--- src/rtl/serial_tx_framer.sv ---
// ============================================================================
// Module   : serial_tx_framer
// Purpose  : Parallel-to-serial framer with LOAD/READY handshake, per-bit
//            strobe and end-of-frame pulse. Optional even-parity trailer bit
//            enabled by defining SERIAL_TX_PARITY_EN.
// Revision : 1.0 - initial release
// ============================================================================
`timescale 1ns/1ps
`default_nettype none

module serial_tx_framer #(
    parameter int N         = 8,
    parameter bit LSB_FIRST = 1'b1
) (
    input  logic         CP,
    input  logic         CLR,
    input  logic [N-1:0] DI,
    input  logic         LOAD,
    input  logic         EN,
    output logic         READY,
    output logic         BUSY,
    output logic         SO,
    output logic         SO_VALID,
    output logic         DONE
);

    localparam int            CW         = $clog2(N + 1);
    localparam logic [CW-1:0] C_CNT_LAST = CW'(N);

    typedef enum logic [1:0] {
        ST_IDLE  = 2'd0,
        ST_SHIFT = 2'd1
`ifdef SERIAL_TX_PARITY_EN
        , ST_PAR = 2'd2
`endif
    } state_t;

    state_t        r_state,    w_state;
    logic [CW-1:0] r_cnt,      w_cnt;
    logic [N-1:0]  r_shadow,   w_shadow;
    logic          r_so,       w_so;
    logic          r_so_valid, w_so_valid;
    logic          r_done,     w_done;
    logic          r_ready,    w_ready;
    logic          r_busy,     w_busy;

    // Shadow word rearranged into transmit order so bit k is always index k.
    logic [N-1:0]  w_ord;
    logic [N-1:0]  w_shifted;
    logic          w_di_first;
    logic          w_next_bit;

    generate
        if (LSB_FIRST) begin : g_lsb_first
            assign w_ord      = r_shadow;
            assign w_di_first = DI[0];
        end else begin : g_msb_first
            for (genvar i = 0; i < N; i++) begin : g_rev
                assign w_ord[i] = r_shadow[N-1-i];
            end
            assign w_di_first = DI[N-1];
        end
    endgenerate

    assign w_shifted  = w_ord >> r_cnt;
    assign w_next_bit = w_shifted[0];

    always_ff @(posedge CP) begin
        if (CLR) begin
            r_state    <= ST_IDLE;
            r_cnt      <= '0;
            r_shadow   <= '0;
            r_so       <= 1'b0;
            r_so_valid <= 1'b0;
            r_done     <= 1'b0;
            r_ready    <= 1'b1;
            r_busy     <= 1'b0;
        end else begin
            r_state    <= w_state;
            r_cnt      <= w_cnt;
            r_shadow   <= w_shadow;
            r_so       <= w_so;
            r_so_valid <= w_so_valid;
            r_done     <= w_done;
            r_ready    <= w_ready;
            r_busy     <= w_busy;
        end
    end

    always_comb begin
        w_state    = r_state;
        w_cnt      = r_cnt;
        w_shadow   = r_shadow;
        w_so       = r_so;
        w_so_valid = 1'b0;
        w_done     = 1'b0;
        w_ready    = r_ready;
        w_busy     = r_busy;
        case (r_state)
            ST_IDLE: begin
                // The accept edge already launches bit 0; EN is not needed here.
                if (LOAD && r_ready) begin
                    w_shadow   = DI;
                    w_so       = w_di_first;
                    w_so_valid = 1'b1;
                    w_ready    = 1'b0;
                    w_busy     = 1'b1;
                    w_cnt      = CW'(1);
                    w_state    = ST_SHIFT;
                end
            end
            ST_SHIFT: begin
                if (EN) begin
                    if (r_cnt < C_CNT_LAST) begin
                        w_so       = w_next_bit;
                        w_so_valid = 1'b1;
                        w_cnt      = r_cnt + CW'(1);
                    end else begin
`ifdef SERIAL_TX_PARITY_EN
                        w_so       = ^r_shadow;
                        w_so_valid = 1'b1;
                        w_state    = ST_PAR;
`else
                        w_so       = 1'b0;
                        w_done     = 1'b1;
                        w_busy     = 1'b0;
                        w_ready    = 1'b1;
                        w_cnt      = '0;
                        w_state    = ST_IDLE;
`endif
                    end
                end
            end
`ifdef SERIAL_TX_PARITY_EN
            ST_PAR: begin
                if (EN) begin
                    w_so    = 1'b0;
                    w_done  = 1'b1;
                    w_busy  = 1'b0;
                    w_ready = 1'b1;
                    w_cnt   = '0;
                    w_state = ST_IDLE;
                end
            end
`endif
            default: begin
                w_state = ST_IDLE;
            end
        endcase
    end

    assign READY    = r_ready;
    assign BUSY     = r_busy;
    assign SO       = r_so;
    assign SO_VALID = r_so_valid;
    assign DONE     = r_done;

endmodule

`default_nettype wire

--- config.mk ---
export PLATFORM = sky130hd
export DESIGN_NAME = serial_tx_framer
export DESIGN_NICKNAME = d
export VERILOG_FILES = /design/src/rtl/serial_tx_framer.sv
export SDC_FILE = /design/constraint.sdc
export NUM_CORES = 1
export LEC_CHECK = 0
export ABC_AREA = 1
export ABC_CLOCK_PERIOD_IN_PS = 1150
export CAP_MARGIN = 15
export CELL_PAD_IN_SITES_DETAIL_PLACEMENT = 0
export CELL_PAD_IN_SITES_GLOBAL_PLACEMENT = 1
export CORE_ASPECT_RATIO = 1.5
export CORE_MARGIN = 2
export CORE_UTILIZATION = 30
export DETAILED_ROUTE_END_ITERATION = 10
export PLACE_DENSITY = 0.78
export SYNTH_ARGS = -nofsm -noshare
export SYNTH_HDL_FRONTEND = slang
export SYNTH_SLANG_ARGS = --single-unit
--- constraint.sdc ---
create_clock -name CP -period 1.15 [get_ports CP]
set_clock_uncertainty 0.15 [all_clocks]
set_input_delay 0.345 -clock CP [delete_from_list [all_inputs] [get_ports CP]]
set_output_delay 0.345 -clock CP [all_outputs]
set_load 0.005 [all_outputs]
After elaboration in Yosys (flattened, before gate mapping)
Cells that the tools add are included.

Add/subtract/negate cells: 1. $lt $le $gt $ge: 1. Equal/unequal tests: 4. Shifts and indexed selects: 1. Mux-type cells: 25. Bitwise operators: 2. Reduce and logical (&&, ||, !) cells: 8.

Operator list (count): 1-bit two-way mux (13); 4-bit two-way mux (3); 1-bit one-hot mux with 2 select lines (4); 4-bit one-hot mux with 2 select lines (1); 8-bit by 4-bit right shift with 1-bit output (1); 2-bit two-way mux (3); 2-bit inequality test, second input constant (3); 3-bit AND reduction (2); 4-bit by 1-bit adder with 4-bit output, second input constant (1); 4-bit less-than comparator, second input constant (1); 2-bit one-hot mux with 2 select lines (1); 4-bit AND reduction (1); 3-bit OR reduction (1); 2-bit by 1-bit equality test with 1-bit output, second input constant (1); 2-bit logical NOT (1); 1-bit inverter (2); 2-bit AND reduction (1); 2-bit nonzero test (1); 1-bit logical AND (1).

Bits in registers: 19. Input port bits: 12. Output and inout bits: 5. Logic and storage cells: 50.

Longest topological paths before layout
Word-level depth: 4. Mapped depth: 7. Mapped depth without buffers: 7.

Worst setup path before layout
Ideal clock, no wire load.

Path kind: reg-to-reg. Start: register r_ready, in the netlist READY. End: register r_shadow[0]. Library setup time: 0.113 ns. Data arrival time: 1.001 ns. Required time: 0.887 ns. Setup slack: -0.115 ns. Cell stages (with the launch flop): 7. Path buffers: 0. Clock period less this slack: 1.265 ns. Cells stage by stage: dfxtp_1 > nand2_2 > nor2_4 > inv_4 > or2_1 > o21ai_1 > nor2_1.

Cells in the longest elaborated chain, start to end: 2.

Ends and longest elaborated chain: from (decl) (RTL line 44) `logic r_ready, w_ready;`; from (signal assigned) (RTL line 85) `r_ready <= w_ready;`; 1-bit logical AND (RTL line 102) `if (LOAD && r_ready) begin`; 2-bit AND reduction (no source line); to (signal assigned) (RTL line 81) `r_shadow <= w_shadow;`; to (decl) (RTL line 40) `logic [N-1:0] r_shadow, w_shadow;`.

Every way passes these cells. A chain may end at the register's enable or synchronous reset.

Final worst setup path
Ends and elaborated chain as after synthesis.

==> results_dict.tcl <==
set metrics [dict create \
    status "complete, but fails checks" \
    violations "negative setup slack" \
    antenna_found_initial 0 \
    synth_area_leaders "dfxtp_1, nand2_1, nor2_1" \
    r2r_cells 7 \
    synthesis.area_sq_um 704.4 \
    endpoint_kind "flop" \
    grt_pass1_wl_um 2684 \
    startpoint_type "flop" \
    cts_tree "yes" \
    io_buffers 16 \
    first_iter_violations 5 \
    die_y_um 63.35 \
    slew_violations 0 \
    clk_latency_ns 0.29 \
    synth_top_cell_by_area "dfxtp_1" \
    avgRoutedWirePerCell_um 10.86 \
    topRoutingLayerUsed "met4" \
    ant_nets 0 \
    die_area_sq_um 2760 \
    ys_seq_area_frac 0.4831 \
    track_usage 0.1247 \
    row_count 21 \
    synth_cell_types 18 \
    ctsLongestPathBuffers 2 \
    rrSetupSlack_ns -0.14 \
    timing.hold.worst_endpoint "BUSY" \
    die_x_um 43.57 \
    timing.slew.headroom 0.8544 \
    avgSynthCellArea_sq_um 7.415 \
    fill_cells 229 \
    grt_max_degree 10 \
    fin_ws_ns -0.1425 \
    diodes 0 \
    cts_hold_buf 0 \
    synthToLayoutAreaGrowth_pct 53.82 \
    fmax_mhz 773.7 \
    critPathArrivalTime_ns 1.32 \
    max_cap_viol_count 0 \
    crit_path_max_fanout 4 \
    wl_met1_um 713 \
    yosys-top-cells-count "nand2_1, dfxtp_1, nor2_1" \
    synthesis.nets 108 \
    hold_start "LOAD" \
    initial_core_util 0.3154 \
    route.vias.total 734 \
    hold_viol_final 0 \
    ys.flop_type "dfxtp_1" \
    setup_viol 20 \
    cts-buffers-inserted 3 \
    leakage_nw 0.4792 \
    whs_ns 0.3478 \
    min_path_cells 3 \
    firstDrtPassIters 4 \
    power_mw 1.274 \
    drive_gt1_frac 0.3769 \
    async_flop_share 0 \
    critPathKind "reg2reg" \
    drt-vias-per-instance 4.797 \
    core_region_area_sq_um 2233 \
    synth-seq-cells 17 \
    postLayoutCellArea_sq_um 1084 \
    cts.sinks 17 \
    grt_remaining_overflow 0 \
    detailed_place_hpwl_um 1207 \
    wl_met2_um 877 \
    finalCriticalPeriod_ns 1.292 \
    drc 0 \
    wirelength_um 1662 \
    rr_startpoint "READY" \
    finalCritPeriodShare 1.124 \
    clockRootBuffer "clkbuf_4" \
    htreeDepth 1 \
    synth_edf_count 0 \
    worst-slew-pin-transition_ns 0.2182 \
    fin_setup_tns_ns -1.400 \
    grt_pass1_vias 658 \
    design.final.nets 144 \
    required_ns 1.18 \
    synthCells 95 \
    hold_path.class "in2reg" \
    peakVddDrop_uv 836.1 \
    powerDensity_nw_per_um2 1176 \
    ios 17 \
    route.met3.wl_um 39 \
    cts.clk_slew.worst_paths_ns 0.09 \
    ys_warn_count 0 \
    place_area_sq_um 997.2 \
    routabilityCongestion 0.7931 \
    synth_most_common_cell "nand2_1" \
    synth_top_area_frac 0.4831 \
    r2r-end "r_shadow[0]" \
    rsz0062_at_grt "yes" \
]
-- timing repair --
action	in CTS	in global routing
gates cloned	0	0
setup buffers	1	2
pin swaps	5	9
setup endpoints to repair	21	19
gates resized for setup	33	14
-- worst max-delay path: stages, from the launching register on --
cell and delay, ns:
dfxtp_2 0.34, buf_6 0.10, nand2_4 0.05, nor2_4 0.14, inv_4 0.05, or2_1 0.22
o21ai_1 0.09, nor2_1 0.07
-- power breakdown --
part           switching [mW]  internal, mW  total [mW]
Clock                   0.183         0.135       0.317
Sequential             0.0301         0.638       0.668
Combinational           0.142         0.148       0.289
-- sequential cells by signal, summed over array words and instances, names as in the netlist --
| register | count |
|---|---|
| BUSY | 1 |
| DONE | 1 |
| READY | 1 |
| SO | 1 |
| SO_VALID | 1 |
| r_cnt | 4 |
| r_shadow | 8 |
-- stage by stage --
stage | instances | util | setup WS [ns]
2_1_floorplan | 95 | - | -0.1014
3_3_place_gp | 147 | 0.4465 | -0.5260
3_5_place_dp | 147 | 0.4465 | -0.5918
4_1_cts | 151 | 0.4605 | -0.1477
5_1_grt | 153 | 0.4852 | -0.2167
6_report | 153 | 0.4852 | -0.1425
-- logic make-up (layout without fill, tap and decap cells) --
| group | count (synthesis) | after routing | share of synthesized area |
|---|---|---|---|
| compound gates | 17 | 17 | 0.1243 |
| xor+xnor | 1 | 1 | 0.01244 |
| fa+ha+maj | 1 | 1 | 0.01776 |
| buf+inv | 8 | 43 | 0.04618 |
| flops | 17 | 17 | 0.4831 |
| simple gates | 51 | 51 | 0.3162 |
-- worst max path at each step --
stage,start,end,slack (ns),cells past startpoint
final,READY,r_shadow[0],-0.14,7
after global routing,READY,r_shadow[0],-0.22,7
after CTS,READY,r_shadow[0],-0.15,7
after detailed placement,LOAD,r_shadow[0],-0.59,7
after global placement,LOAD,SO,-0.53,7
after floorplan,READY,SO,-0.10,6
-- layout make-up --
| class | count | area [sq um] | area share |
|---|---|---|---|
| multi-input combinational | 70 | 385.4 | 0.3557 |
| sequential | 17 | 346.6 | 0.3199 |
| tap | 23 | 28.78 | 0.02656 |
| timing repair buffer | 31 | 259.0 | 0.2390 |
| clock buffer | 4 | 26.28 | 0.02425 |
| inverter | 8 | 37.54 | 0.03464 |
-- cells in the final DEF, fill, tap and decap left out, types with 4 or more instances in the layout --
master           instances
buf_2                    4
buf_4                   13
clkdlybuf4s50_1          9
dfxtp_1                 12
dfxtp_2                  5
nand2_1                 19
nand3_1                  6
nor2_1                  12
nor2_2                   5
o21ai_0                  7
-- routing by layer --
metal / global-route usage / up-vias
met5: 0 / -
met4: 0.07955 / 0
met3: 0.02292 / 4
met2: 0.1949 / 9
met1: 0.1512 / 346
li1: - / 375
No activity file was read; power rests on OpenSTA's default activity.
